**config.mk**
```make
export PLATFORM = sky130hd
export DESIGN_NAME = mem_arbiter
export DESIGN_NICKNAME = d
export VERILOG_FILES = /design/src/rtl/mem_arbiter_pkg.sv /design/src/rtl/rr_arbiter2.sv /design/src/rtl/mem_arbiter.sv
export SDC_FILE = /design/constraint.sdc
export NUM_CORES = 1
export LEC_CHECK = 0
export ABC_AREA = 1
export BUFFER_PORTS_ARGS = -buffer_cell sky130_fd_sc_hd__buf_2
export CORE_AREA = 2 2 94 96
export CTS_BUF_LIST = sky130_fd_sc_hd__clkbuf_4 sky130_fd_sc_hd__clkbuf_8 sky130_fd_sc_hd__clkbuf_16
export DETAILED_ROUTE_END_ITERATION = 8
export DIE_AREA = 0 0 96 98
export PLACE_DENSITY_LB_ADDON = 0.05
export REMOVE_ABC_BUFFERS = 1
export SYNTH_ARGS = -nofsm -noshare
export SYNTH_HDL_FRONTEND = slang
export SYNTH_SLANG_ARGS = --single-unit
```
**constraint.sdc**
```tcl
create_clock -name clk -period 2.3 [get_ports clk]
set_input_delay 0.115 -clock clk [delete_from_list [all_inputs] [get_ports clk]]
set_output_delay 0.115 -clock clk [all_outputs]
set_load 0.03 [all_outputs]
```
**src/rtl/mem_arbiter_pkg.sv**
```systemverilog
// Shared types for the core memory-port arbiter.
// States, grant encodings and the grant decode helper.
package mem_arbiter_pkg;

  typedef enum logic [2:0] {
    S_IDLE    = 3'd0,
    S_GRANT_F = 3'd1,
    S_GRANT_D = 3'd2,
    S_RELEASE = 3'd3,
    S_ABORT   = 3'd4
  } state_e;

  localparam logic [1:0] GNT_NONE = 2'b00;
  localparam logic [1:0] GNT_F    = 2'b01;
  localparam logic [1:0] GNT_D    = 2'b10;

  // An aborting transaction still shows its owner on grant.
  function automatic logic [1:0] gnt_of(
    input state_e s,
    input logic   own_d
  );
    logic [1:0] g;
    g = GNT_NONE;
    unique case (s)
      S_GRANT_F: g = GNT_F;
      S_GRANT_D: g = GNT_D;
      S_ABORT:   g = own_d ? GNT_D : GNT_F;
      default:   g = GNT_NONE;
    endcase
    return g;
  endfunction

endpackage

```
**src/rtl/rr_arbiter2.sv**
```systemverilog
// Two-way round-robin pick over {D,F}.
// On a tie the port that did not win last time is chosen.
module rr_arbiter2
  import mem_arbiter_pkg::*;
(
  input  logic       clk,
  input  logic       rst_n,
  input  logic [1:0] req,
  input  logic       update,
  input  logic [1:0] upd_gnt,
  output logic [1:0] pick
);

  logic [1:0] last_q;

  // Remember the last served port; F after reset so D wins a tie.
  always_ff @(posedge clk or negedge rst_n) begin
    if (!rst_n) begin
      last_q <= GNT_F;
    end else if (update) begin
      last_q <= upd_gnt;
    end
  end

  // Single requester wins outright; a tie goes to the other port.
  always_comb begin
    pick = GNT_NONE;
    unique case (1'b1)
      (req == 2'b11): pick = ~last_q;
      (req == 2'b10): pick = GNT_D;
      (req == 2'b01): pick = GNT_F;
      default:        pick = GNT_NONE;
    endcase
  end

endmodule

```
**src/rtl/mem_arbiter.sv**
```systemverilog
// Shares the memory port between fetch (F) and LSU (D).
// Round-robin grant, 4-phase handshake, watchdog abort.
module mem_arbiter
  import mem_arbiter_pkg::*;
#(
  parameter int DATA_WIDTH      = 32,
  parameter int ADDR_WIDTH      = 32,
  parameter int BYTE_DATA_WIDTH = 4,
  parameter int TIMEOUT         = 255,
  parameter int CNT_WIDTH       = 8
) (
  input  logic                       clk,
  input  logic                       rst_n,
  input  logic                       f_req,
  input  logic [ADDR_WIDTH-1:0]      f_addr,
  output logic                       f_valid,
  input  logic                       d_req,
  input  logic                       d_we,
  input  logic [ADDR_WIDTH-1:0]      d_addr,
  input  logic [DATA_WIDTH-1:0]      d_wdata,
  input  logic [BYTE_DATA_WIDTH-1:0] d_byte_enable,
  output logic                       d_valid,
  output logic [DATA_WIDTH-1:0]      rdata,
  output logic                       mem_req,
  output logic                       mem_we,
  output logic [ADDR_WIDTH-1:0]      mem_addr,
  output logic [DATA_WIDTH-1:0]      mem_wdata,
  output logic [BYTE_DATA_WIDTH-1:0] mem_byte_enable,
  input  logic [DATA_WIDTH-1:0]      mem_rdata,
  input  logic                       mem_valid,
  output logic [1:0]                 grant,
  output logic                       err_timeout
);

  localparam logic [CNT_WIDTH-1:0] TO =
    CNT_WIDTH'(TIMEOUT);
  localparam bit WD_EN = (TIMEOUT != 0);

  logic [1:0]           rst_q;
  logic                 rst_i;
  state_e               state_q, state_d;
  logic                 own_d_q, own_d_d;
  logic                 seen_q, seen_d;
  logic                 done_q, done_d;
  logic [CNT_WIDTH-1:0] cnt_q, cnt_d;
  logic                 err_q, err_d;
  logic [1:0]           grant_q;
  logic [1:0]           pick;
  logic                 upd;
  logic                 cur_req;
  logic [1:0]           own_gnt;

  // Reset asserts at once, releases two edges after rst_n rises.
  always_ff @(posedge clk or negedge rst_n) begin
    if (!rst_n) begin
      rst_q <= 2'b00;
    end else begin
      rst_q <= {rst_q[0], 1'b1};
    end
  end

  assign rst_i   = rst_q[1];
  assign cur_req = own_d_q ? d_req : f_req;
  assign own_gnt = own_d_q ? GNT_D : GNT_F;

  rr_arbiter2 u_rr (
    .clk     (clk),
    .rst_n   (rst_i),
    .req     ({d_req, f_req}),
    .update  (upd),
    .upd_gnt (own_gnt),
    .pick    (pick)
  );

  // State and bookkeeping registers; grant mirrors the next state.
  always_ff @(posedge clk or negedge rst_i) begin
    if (!rst_i) begin
      state_q <= S_IDLE;
      own_d_q <= 1'b0;
      seen_q  <= 1'b0;
      done_q  <= 1'b0;
      cnt_q   <= '0;
      err_q   <= 1'b0;
      grant_q <= GNT_NONE;
    end else begin
      state_q <= state_d;
      own_d_q <= own_d_d;
      seen_q  <= seen_d;
      done_q  <= done_d;
      cnt_q   <= cnt_d;
      err_q   <= err_d;
      grant_q <= gnt_of(state_d, own_d_d);
    end
  end

  // Next state: arbitration, completion and watchdog.
  always_comb begin
    state_d = state_q;
    own_d_d = own_d_q;
    seen_d  = seen_q;
    done_d  = done_q;
    cnt_d   = cnt_q;
    err_d   = err_q;
    upd     = 1'b0;
    unique case (state_q)
      S_IDLE: begin
        seen_d = 1'b0;
        done_d = 1'b0;
        cnt_d  = '0;
        unique case (1'b1)
          (pick == GNT_D): begin
            state_d = S_GRANT_D;
            own_d_d = 1'b1;
          end
          (pick == GNT_F): begin
            state_d = S_GRANT_F;
            own_d_d = 1'b0;
          end
          default: state_d = S_IDLE;
        endcase
      end
      S_GRANT_F, S_GRANT_D: begin
        if (mem_valid) seen_d = 1'b1;
        // Once req has dropped, a re-raise belongs to the next round.
        if (!cur_req) done_d = 1'b1;
        if ((done_q || !cur_req) && !mem_valid) begin
          state_d = S_RELEASE;
          upd     = 1'b1;
        end else if (WD_EN && !seen_q && !mem_valid) begin
          cnt_d = cnt_q + CNT_WIDTH'(1);
          if (cnt_d == TO) begin
            state_d = S_ABORT;
            err_d   = 1'b1;
          end
        end
      end
      S_ABORT: begin
        if (!cur_req) begin
          state_d = S_RELEASE;
          upd     = 1'b1;
        end
      end
      S_RELEASE: state_d = S_IDLE;
      default:   state_d = S_IDLE;
    endcase
  end

  // Memory mux and response routing for the current owner.
  always_comb begin
    mem_req         = 1'b0;
    mem_we          = 1'b0;
    mem_addr        = '0;
    mem_wdata       = '0;
    mem_byte_enable = '0;
    f_valid         = 1'b0;
    d_valid         = 1'b0;
    rdata           = '0;
    unique case (state_q)
      S_GRANT_F: begin
        mem_req         = f_req && !done_q;
        mem_addr        = f_addr;
        mem_byte_enable = '1;
        f_valid         = mem_valid;
        rdata           = mem_rdata;
      end
      S_GRANT_D: begin
        mem_req         = d_req && !done_q;
        mem_we          = d_we;
        mem_addr        = d_addr;
        mem_wdata       = d_wdata;
        mem_byte_enable = d_byte_enable;
        d_valid         = mem_valid;
        rdata           = mem_rdata;
      end
      S_ABORT: begin
        f_valid = !own_d_q;
        d_valid = own_d_q;
      end
      default: begin
      end
    endcase
  end

  assign grant       = grant_q;
  assign err_timeout = err_q;

endmodule

```
* Yosys cells after proc, flatten, opt, wreduce, memory -nomap -nowiden
Cells that the tools add are included.
** Storage, ports and cells
- Bits in registers :: 21
- Output and inout bits :: 107
- Logic and storage cells :: 76
** Operators by class
- Add/subtract/negate cells :: 1
- Equality and inequality tests :: 16
- Mux-type cells :: 31
- Bitwise gates (word level) :: 2
- Reduce and logical (&&, ||, !) cells :: 17
** Operators with widths (number)
- 32-bit two-way mux :: 2
- 32-bit one-hot mux with 2 select lines :: 1
- 8-bit two-way mux :: 2
- 8-bit one-hot mux with 2 select lines :: 1
- 1-bit one-hot mux with 2 select lines :: 7
- 3-bit two-way mux :: 4
- 2-bit one-hot mux with 3 select lines :: 2
- 3-bit one-hot mux with 3 select lines :: 1
- 8-bit by 1-bit adder with 8-bit output, second input constant :: 1
- 8-bit == test, second input constant :: 1
- 4-bit one-hot mux with 2 select lines :: 1
- 1-bit two-way mux :: 7
- 2-bit == test, second input constant :: 3
- 3-bit by 1-bit == test with 1-bit output, second input constant :: 2
- 3-bit by 2-bit == test with 1-bit output, second input constant :: 2
- 3-bit == test, second input constant :: 2
- 1-bit logical NOT :: 5
- 2-bit by 1-bit == test with 1-bit output, second input constant :: 2
- 1-bit logical AND :: 4
- 2-bit two-way mux :: 2
- 2-bit by 1-bit != test with 1-bit output, second input constant :: 2
- 2-bit != test, second input constant :: 2
- 2-bit one-hot mux with 2 select lines :: 1
- 2-bit AND reduction :: 2
- other kinds (8) :: 8

* Logic depth before layout (Yosys ltp)
Gate-level depths: netlist of run 1.
- Word-level depth :: 8
- Gate-level depth with buffers :: 12

* Modules after synthesis
A second synthesis of run 1 with hierarchy kept.
** Second synthesis, totals
- Cell total of the unflattened synthesis :: 344
- Area, all modules :: 2073.2 um^2
** By module, submodules not included
- mem_arbiter :: instances 1, cells each 331, area each 1978.1 um^2
- rr_arbiter2 :: instances 1, cells each 13, area each 95.1 um^2

* Least setup slack after synthesis of run 1
No wires, ideal clock.
- Kind :: reg-to-output
- Start point :: reg state_q[1]
- End point :: out mem_req
- Arrival :: 2.268 ns
- Required time :: 2.185 ns
- Slack :: -0.083 ns
- Stages on the path, launching flop included :: 6
- Buffers on the path :: 0
- Path through :: dfrtp_1 -> nor2_1 -> nand2_2 -> nand2_2 -> inv_2 -> a2111oi_0
** Between the ends
- Longest elaborated chain between the ends :: 2
** Ends and longest elaborated chain
- from (decl) :: line mem_arbiter.sv:41 : state_e state_q, state_d;
- from (signal assigned) :: line mem_arbiter.sv:86 : state_q <= state_d;
- 3-bit by 2-bit == test with 1-bit output / 3-bit by 1-bit == test with 1-bit output (equally long branches) :: line mem_arbiter.sv:158 : unique case (state_q)
- 1-bit one-hot mux with 2 select lines * :: line mem_arbiter.sv:158
- to (decl) :: line mem_arbiter.sv:24 : output logic mem_req,
Every way passes the cells marked *; elsewhere a longest branch is shown, timed or not.

* Worst setup path after layout of run 1
- Start point :: reg state_q[2]
- End point :: out mem_byte_enable[3]
** Between the ends
- Longest elaborated chain between the ends :: 2
** Ends and longest elaborated chain
- 3-bit by 2-bit == test with 1-bit output / 3-bit by 1-bit == test with 1-bit output (equally long branches) :: line mem_arbiter.sv:158
- 4-bit one-hot mux with 2 select lines * :: line mem_arbiter.sv:158
- to (decl) :: line mem_arbiter.sv:28 : output logic [BYTE_DATA_WIDTH-1:0] mem_byte_enable,
Marks and branches as above.

==> results.yml, run 1 <==
status:
  outcome: "finished clean"
power_and_ir_drop:
  p_sw_mw: 2.99
  power_frac_seq: 0.119
  p_clk_frac: 0.055
  total_power_mw: 4.62
  leakage_nw: 2.36
  powerDensity_mw_per_mm2: 1340
  intPower_mw: 1.62
  p_comb_frac: 0.826
  swShare: 0.648
  irDropWorstVdd_mv: 0.565
worst_setup_path:
  cp_cell_sequence: "inv_2 -> nand3_1 -> inv_2 -> nand2_1 -> nand2_1 -> buf_2"
  cp.depth: 6
  r2r_start: "u_rr.last_q[1]$_DFFE_PN0P_"
  startpoint_type: "flop"
  cpMaxStageDelayCell: "inv_2"
  worstSetupEndpointType: "output pin"
  arrival_ns: 1.90
  crit_path_max_incr_delay_ns: 0.53
  worst-path-buf-inv: 3
  crit_path_max_fanout: 38
  crit_family: "buffers and inverters"
  reg2reg_slack_ns: 0.55
  critPathKind: "flop to output pin"
  required_ns: 2.18
  reg2reg_depth: 8
  r2r_end: "grant[1]$_DFF_PN0_"
detailed_routing:
  wl_per_cell_um: 14.2
  avgViaCountPerCell: 4.21
  drtPass1Iterations: 6
  drt-total-wl_um: 9750
  drt-initial-drc-count: 122
  num_vias: 2897
  ant_nets: 0
  route.detailed.drc: 0
cts:
  cts_buffers: 3
  cts_root_buf: "clkbuf_8"
  postCtsSetupRepairBufs: 0
  cts.path.max_buffers: 2
  htreeDepth: 1
  cts_tree: "built"
  cts.sinks: 21
  clock_latency_ns: 0.26
  clkTransAtPathRegs_ns: 0.08
global_route:
  busiest_layer: "met2"
  antenna_found_initial: 0
  grt_pass1_vias: 2619
  grt_start_max_net_pins: 39
  grt_pass1_wl_um: 13900
  met1_usage: 0.266
  track_usage: 0.193
  grt_overflow: 0
  grt_util_met3: 0.0563
  use_met2: 0.309
floorplanning:
  fp.dieW_um: 96
  die_area_mm2: 0.00941
  die_y_um: 98
  rows: 34
  coreArea_mm2: 0.00847
  initial_utilization: 0.245
  io_pins: 245
cells_and_area:
  seqCellArea_um2: 527
  fin_nets: 724
  nFillCells: 956
  synthToLayoutAreaGrowth_pct: 66.0
  antenna_cells: 0
  drive_above_1_share: 0.476
  multiInputGateArea_mm2: 0.00114
synthesis:
  postSynthAreaPerCell_um2: 6.06
  yosysWarningCount: 0
  synthSimpleGateAreaFrac: 0.310
  synth-seq-area-share: 0.254
  synthCells: 343
  synth_cell_types: 25
  synth_xor_area_frac: 0.00783
  synthAdderAreaFrac: 0.0301
  synth-seq-cells: 21
  syn_area_mm2: 0.00208
  synth_top_family_by_area: "simple AND/OR/NAND/NOR gates"
  synth_mux_area_frac: 0
  synth_compound_area_frac: 0.195
worst_hold_path:
  hp-start: "mem_valid"
  hold_depth: 3
  min_to: "seen_q$_DFFE_PN0P_"
  hold_path_class: "input pin to flop"
sta:
  min_period_ns: 2.02
  fin_crit_sh: 0.878
  holdWs_ns: 0.101
  setup_viol: 0
  maxSlewViolCount: 0
  clock_skew_ns: 0.00726
  rsz0062_at_grt: "no"
  clock.fmax_mhz: 495
  worstMarginPinSlew_ns: 0.829
  slew-limit-headroom: 0.448
  hold_viol_final: 0
flow_run:
  cap_violations: 0
placed_design:
  hpwl_um: 8260
  port_buffers: 244
  globalplace.congestion: 0.788
Yosys cell counts, drive strengths merged:
library cell | instances | share of area
inv | 94 | 0.17
nor2 | 74 | 0.14
nand2 | 62 | 0.12
a22o | 32 | 0.13
dfrtp | 20 | 0.24
nand3 | 12 | 0.036
o21ai | 12 | 0.031
buf | 7 | 0.019
clkbuf | 7 | 0.013
ha | 5 | 0.030
o22ai | 5 | 0.015
a21oi | 4 | 0.0096
nand4 | 4 | 0.012
a2111oi | 1 | 0.0042
conb | 1 | 0.0018
dfstp | 1 | 0.013
or2 | 1 | 0.0030
xor2 | 1 | 0.0078
power groups by stage:
stage	Sequential [mW]	Clock (mW)	Combinational [mW]
6_report	0.548	0.253	3.81
5_1_grt	0.566	0.284	4.09
4_1_cts	0.547	0.263	3.82
3_5_place_dp	0.551	0	3.81
3_3_place_gp	0.558	0	3.81
2_1_floorplan	0.562	0	2.60
flip-flops by register name, summed over array words and instances, names as in the netlist:
name         flops
cnt_q            8
state_q          3
grant            2
rst_q            2
u_rr.last_q      2
done_q           1
err_timeout      1
own_d_q          1
seen_q           1
cell families after synthesis:
logic type               count (synthesis)
AND/OR/NAND/NOR                        153
adder cells (fa/ha/maj)                  5
AO/OA/AOI/OAI                           54
flip-flops                              21
XOR/XNOR                                 1
buffers and inverters                  108
other                                    1
timing repair:
action,in CTS,in global routing
endpoints found under the setup margin,0,1
gates resized for setup,0,2
hold endpoints to repair,2,0
hold buffers,1,0
metal layers:
layer	routed length (um)	part of all wire	vias to the layer above
li1	-	-	1514
met1	4460	0.46	1260
met2	4280	0.44	119
met3	967	0.099	4
met4	38	0.0039	0
met5	0	0	-
area by class of cell:
class	instances	area share
Tap cell	108	0.0392
Sequential cell	21	0.153
Clock buffer	4	0.0142
Multi-Input combinational cell	214	0.330
Timing Repair Buffer	247	0.362
Inverter	94	0.102
how the worst max path moves through the flow:
stage,start,endpoint,slack (ns)
2_1_floorplan,state_q[2]$_DFF_PN0_,mem_req,-1.02
3_3_place_gp,state_q[2]$_DFF_PN0_,mem_req,0.59
3_5_place_dp,state_q[2]$_DFF_PN0_,mem_req,0.42
4_1_cts,state_q[2]$_DFF_PN0_,mem_req,0.11
5_1_grt,state_q[2]$_DFF_PN0_,mem_req,0.11
6_report,state_q[2]$_DFF_PN0_,mem_byte_enable[3],0.28
placed cells by master, fill, tap and decap left out, types with 4 or more instances in the layout:
| cell | instances |
|---|---|
| nand4_1 | 4 |
| a22o_1 | 32 |
| o22ai_1 | 5 |
| nand3_1 | 9 |
| dfrtp_1 | 20 |
| nand2_2 | 8 |
| nand2_1 | 54 |
| ha_1 | 5 |
| inv_2 | 8 |
| inv_1 | 86 |
| nor2_1 | 71 |
| buf_2 | 244 |
| o21ai_0 | 8 |
| a21oi_1 | 4 |
metrics by stage:
step           cells  area (um2)  setup slack [ns]  utilization  setup TNS [ns]
2_1_floorplan    329        2010             -1.02            -           -1.02
3_3_place_gp     683        3380             0.589        0.399               0
3_5_place_dp     683        3380             0.418        0.399               0
4_1_cts          688        3440             0.115        0.406               0
5_1_grt          688        3450             0.111        0.407               0
6_report         688        3450             0.281        0.407               0
worst register-to-register path, delay by kind of cell (launching register included):
kind / cells / cell delay (ns)
AO/OA/AOI/OAI: 2 / 0.44
adder cells (fa/ha/maj): 1 / 0.27
buffers and inverters: 2 / 0.16
flip-flops: 1 / 0.39
AND/OR/NAND/NOR: 3 / 0.38
No activity file was read; power rests on OpenSTA's default activity.
==> inputs of run 2 (changes only) <==
--- a/config.mk
+++ b/config.mk
@@ -7,10 +7,10 @@
 export LEC_CHECK = 0
 export ABC_AREA = 1
 export BUFFER_PORTS_ARGS = -buffer_cell sky130_fd_sc_hd__buf_2
-export CORE_AREA = 2 2 94 96
+export CORE_AREA = 2 2 96 98
 export CTS_BUF_LIST = sky130_fd_sc_hd__clkbuf_4 sky130_fd_sc_hd__clkbuf_8 sky130_fd_sc_hd__clkbuf_16
 export DETAILED_ROUTE_END_ITERATION = 8
-export DIE_AREA = 0 0 96 98
+export DIE_AREA = 0 0 98 100
 export PLACE_DENSITY_LB_ADDON = 0.05
 export REMOVE_ABC_BUFFERS = 1
 export SYNTH_ARGS = -nofsm -noshare
==> results.yml, run 2 (synthesized netlist as in run 1, its figures left out) <==
placed_design:
  pre_cts_slack_ns: 0.408
  dp_cells: 686
  globalplace.congestion: 0.832
  port_buffers: 244
  hpwl_um: 8390
  place_area_mm2: 0.00339
sta:
  hold_viol_final: 0
  setup_viol: 0
  tns_ns: 0
  clock_skew_ns: 0.00268
  rsz0062_at_grt: "no"
  worst_slack_ns: 0.264
  min_period_ns: 2.04
  clock.fmax_mhz: 491
  worstMarginPinSlew_ns: 0.813
  slew-limit-headroom: 0.458
  holdWs_ns: 0.106
  fin_crit_sh: 0.885
  maxSlewViolCount: 0
power_and_ir_drop:
  intPower_mw: 1.62
  swShare: 0.649
  power_frac_seq: 0.120
  p_comb_frac: 0.825
  total_power_mw: 4.62
  irDropWorstVdd_mv: 0.421
  p_clk_frac: 0.055
  powerDensity_mw_per_mm2: 1340
  leakage_nw: 2.36
  p_sw_mw: 3.00
floorplanning:
  die_area_mm2: 0.00980
  fp.dieW_um: 98
  rows: 35
  initial_utilization: 0.234
  die_y_um: 100
  coreArea_mm2: 0.00889
  io_pins: 245
global_route:
  track_usage: 0.189
  antenna_found_initial: 1
  grt_pass1_vias: 2675
  grt_start_max_net_pins: 39
  grt_overflow: 0
  grt_pass1_wl_um: 14700
cells_and_area:
  synthToLayoutAreaGrowth_pct: 66.3
  final_core_util: 0.388
  fin_nets: 724
  regMostFlops: "cnt_q"
  largestRegisters: "cnt_q x8, state_q x3"
  fin_area_mm2: 0.00345
  drive_above_1_share: 0.476
  nFillCells: 1026
  final_cell_mix: "buf_2, inv_1, nor2_1"
  final_cells: 692
  largest_reg_flops: 8
  final_common_cell: "buf_2"
cts:
  clock_latency_ns: 0.26
  postCtsSetupRepairBufs: 0
  cts.sinks: 21
  htreeDepth: 1
  cts_root_buf: "clkbuf_8"
  cts.path.max_buffers: 2
  cts_tree: "built"
  clkTransAtPathRegs_ns: 0.08
  cts_buffers: 3
status:
  outcome: "finished clean"
worst_setup_path:
  crit_top_cell: "nand2_2"
  required_ns: 2.18
  cpMaxStageDelayCell: "dfrtp_1"
  crit_path_max_incr_delay_ns: 0.40
  startpoint_type: "flop"
  crit_family: "buffers and inverters"
  cp_cell_sequence: "nor2_1 -> nand2_2 -> nand2_2 -> inv_2 -> a2111oi_1 -> buf_2"
  worstSetupEndpointType: "output pin"
  critPathKind: "flop to output pin"
  arrival_ns: 1.92
  crit_path_max_fanout: 33
  worst-path-buf-inv: 2
detailed_routing:
  avgViaCountPerCell: 4.23
  route.detailed.drc: 0
  drt-initial-drc-count: 88
  num_vias: 2928
  ant_nets: 0
  drt-total-wl_um: 10000
  drtPass1Iterations: 4
  wl_per_cell_um: 14.5
worst_hold_path:
  hold_path_class: "input pin to flop"
flow_run:
  cap_violations: 0
run 2: power by group through the flow:
stage	combinational, mW	clock (mW)	sequential, mW
floorplan	2.60	0	0.562
global placement	3.80	0	0.556
detailed placement	3.81	0	0.557
CTS	3.83	0.270	0.552
global route	4.09	0.284	0.570
finish	3.81	0.253	0.555
run 2: worst reg2reg max path: stages, from the launching register on:
cell,delay (ns)
dfrtp_1,0.47
ha_1,0.27
nand3_2,0.10
nor2_2,0.13
xor2_2,0.20
nand4_1,0.20
nand2_2,0.15
nand2_1,0.06
nand2_1,0.08
run 2: area by class of cell:
class | count | area (um2) | share of cell area
inverters | 94 | 353 | 0.102
clock buffers | 4 | 48.8 | 0.0141
repair buffers | 247 | 1250 | 0.361
multi-input cells | 214 | 1140 | 0.329
diodes | 1 | 2.50 | 0.000725
flip-flops and latches | 21 | 527 | 0.153
well taps | 111 | 139 | 0.0402
run 2: path summary, 6_finish.rpt:
check                                      from  slack [ns]  cells past startpoint                   end
min                                   mem_valid        0.11                      3    seen_q$_DFFE_PN0P_
max reg2reg                cnt_q[1]$_DFFE_PN0P_        0.57                      8    grant[0]$_DFF_PN0_
max                        state_q[1]$_DFF_PN0_        0.26                      6               mem_req
max in group asynchronous    rst_q[1]$_DFF_PN0_        1.46                      0  cnt_q[3]$_DFFE_PN0P_
min in group asynchronous                 rst_n        0.16                      2    rst_q[0]$_DFF_PN0_
min reg2reg                  rst_q[1]$_DFF_PN0_        0.34                      0  cnt_q[2]$_DFFE_PN0P_
run 2: routing by layer:
metal / share of wire / GRT usage
met1: 0.47 / 0.272
met2: 0.45 / 0.296
met3: 0.075 / 0.0481
met4: 0.0075 / 0.0214
met5: 0 / 0
run 2: what timing repair did:
item | CTS | global route
endpoints found under the setup margin | 0 | 5
gates resized for setup | 0 | 2
endpoints found under the hold margin | 2 | 0
hold buffers | 1 | 0
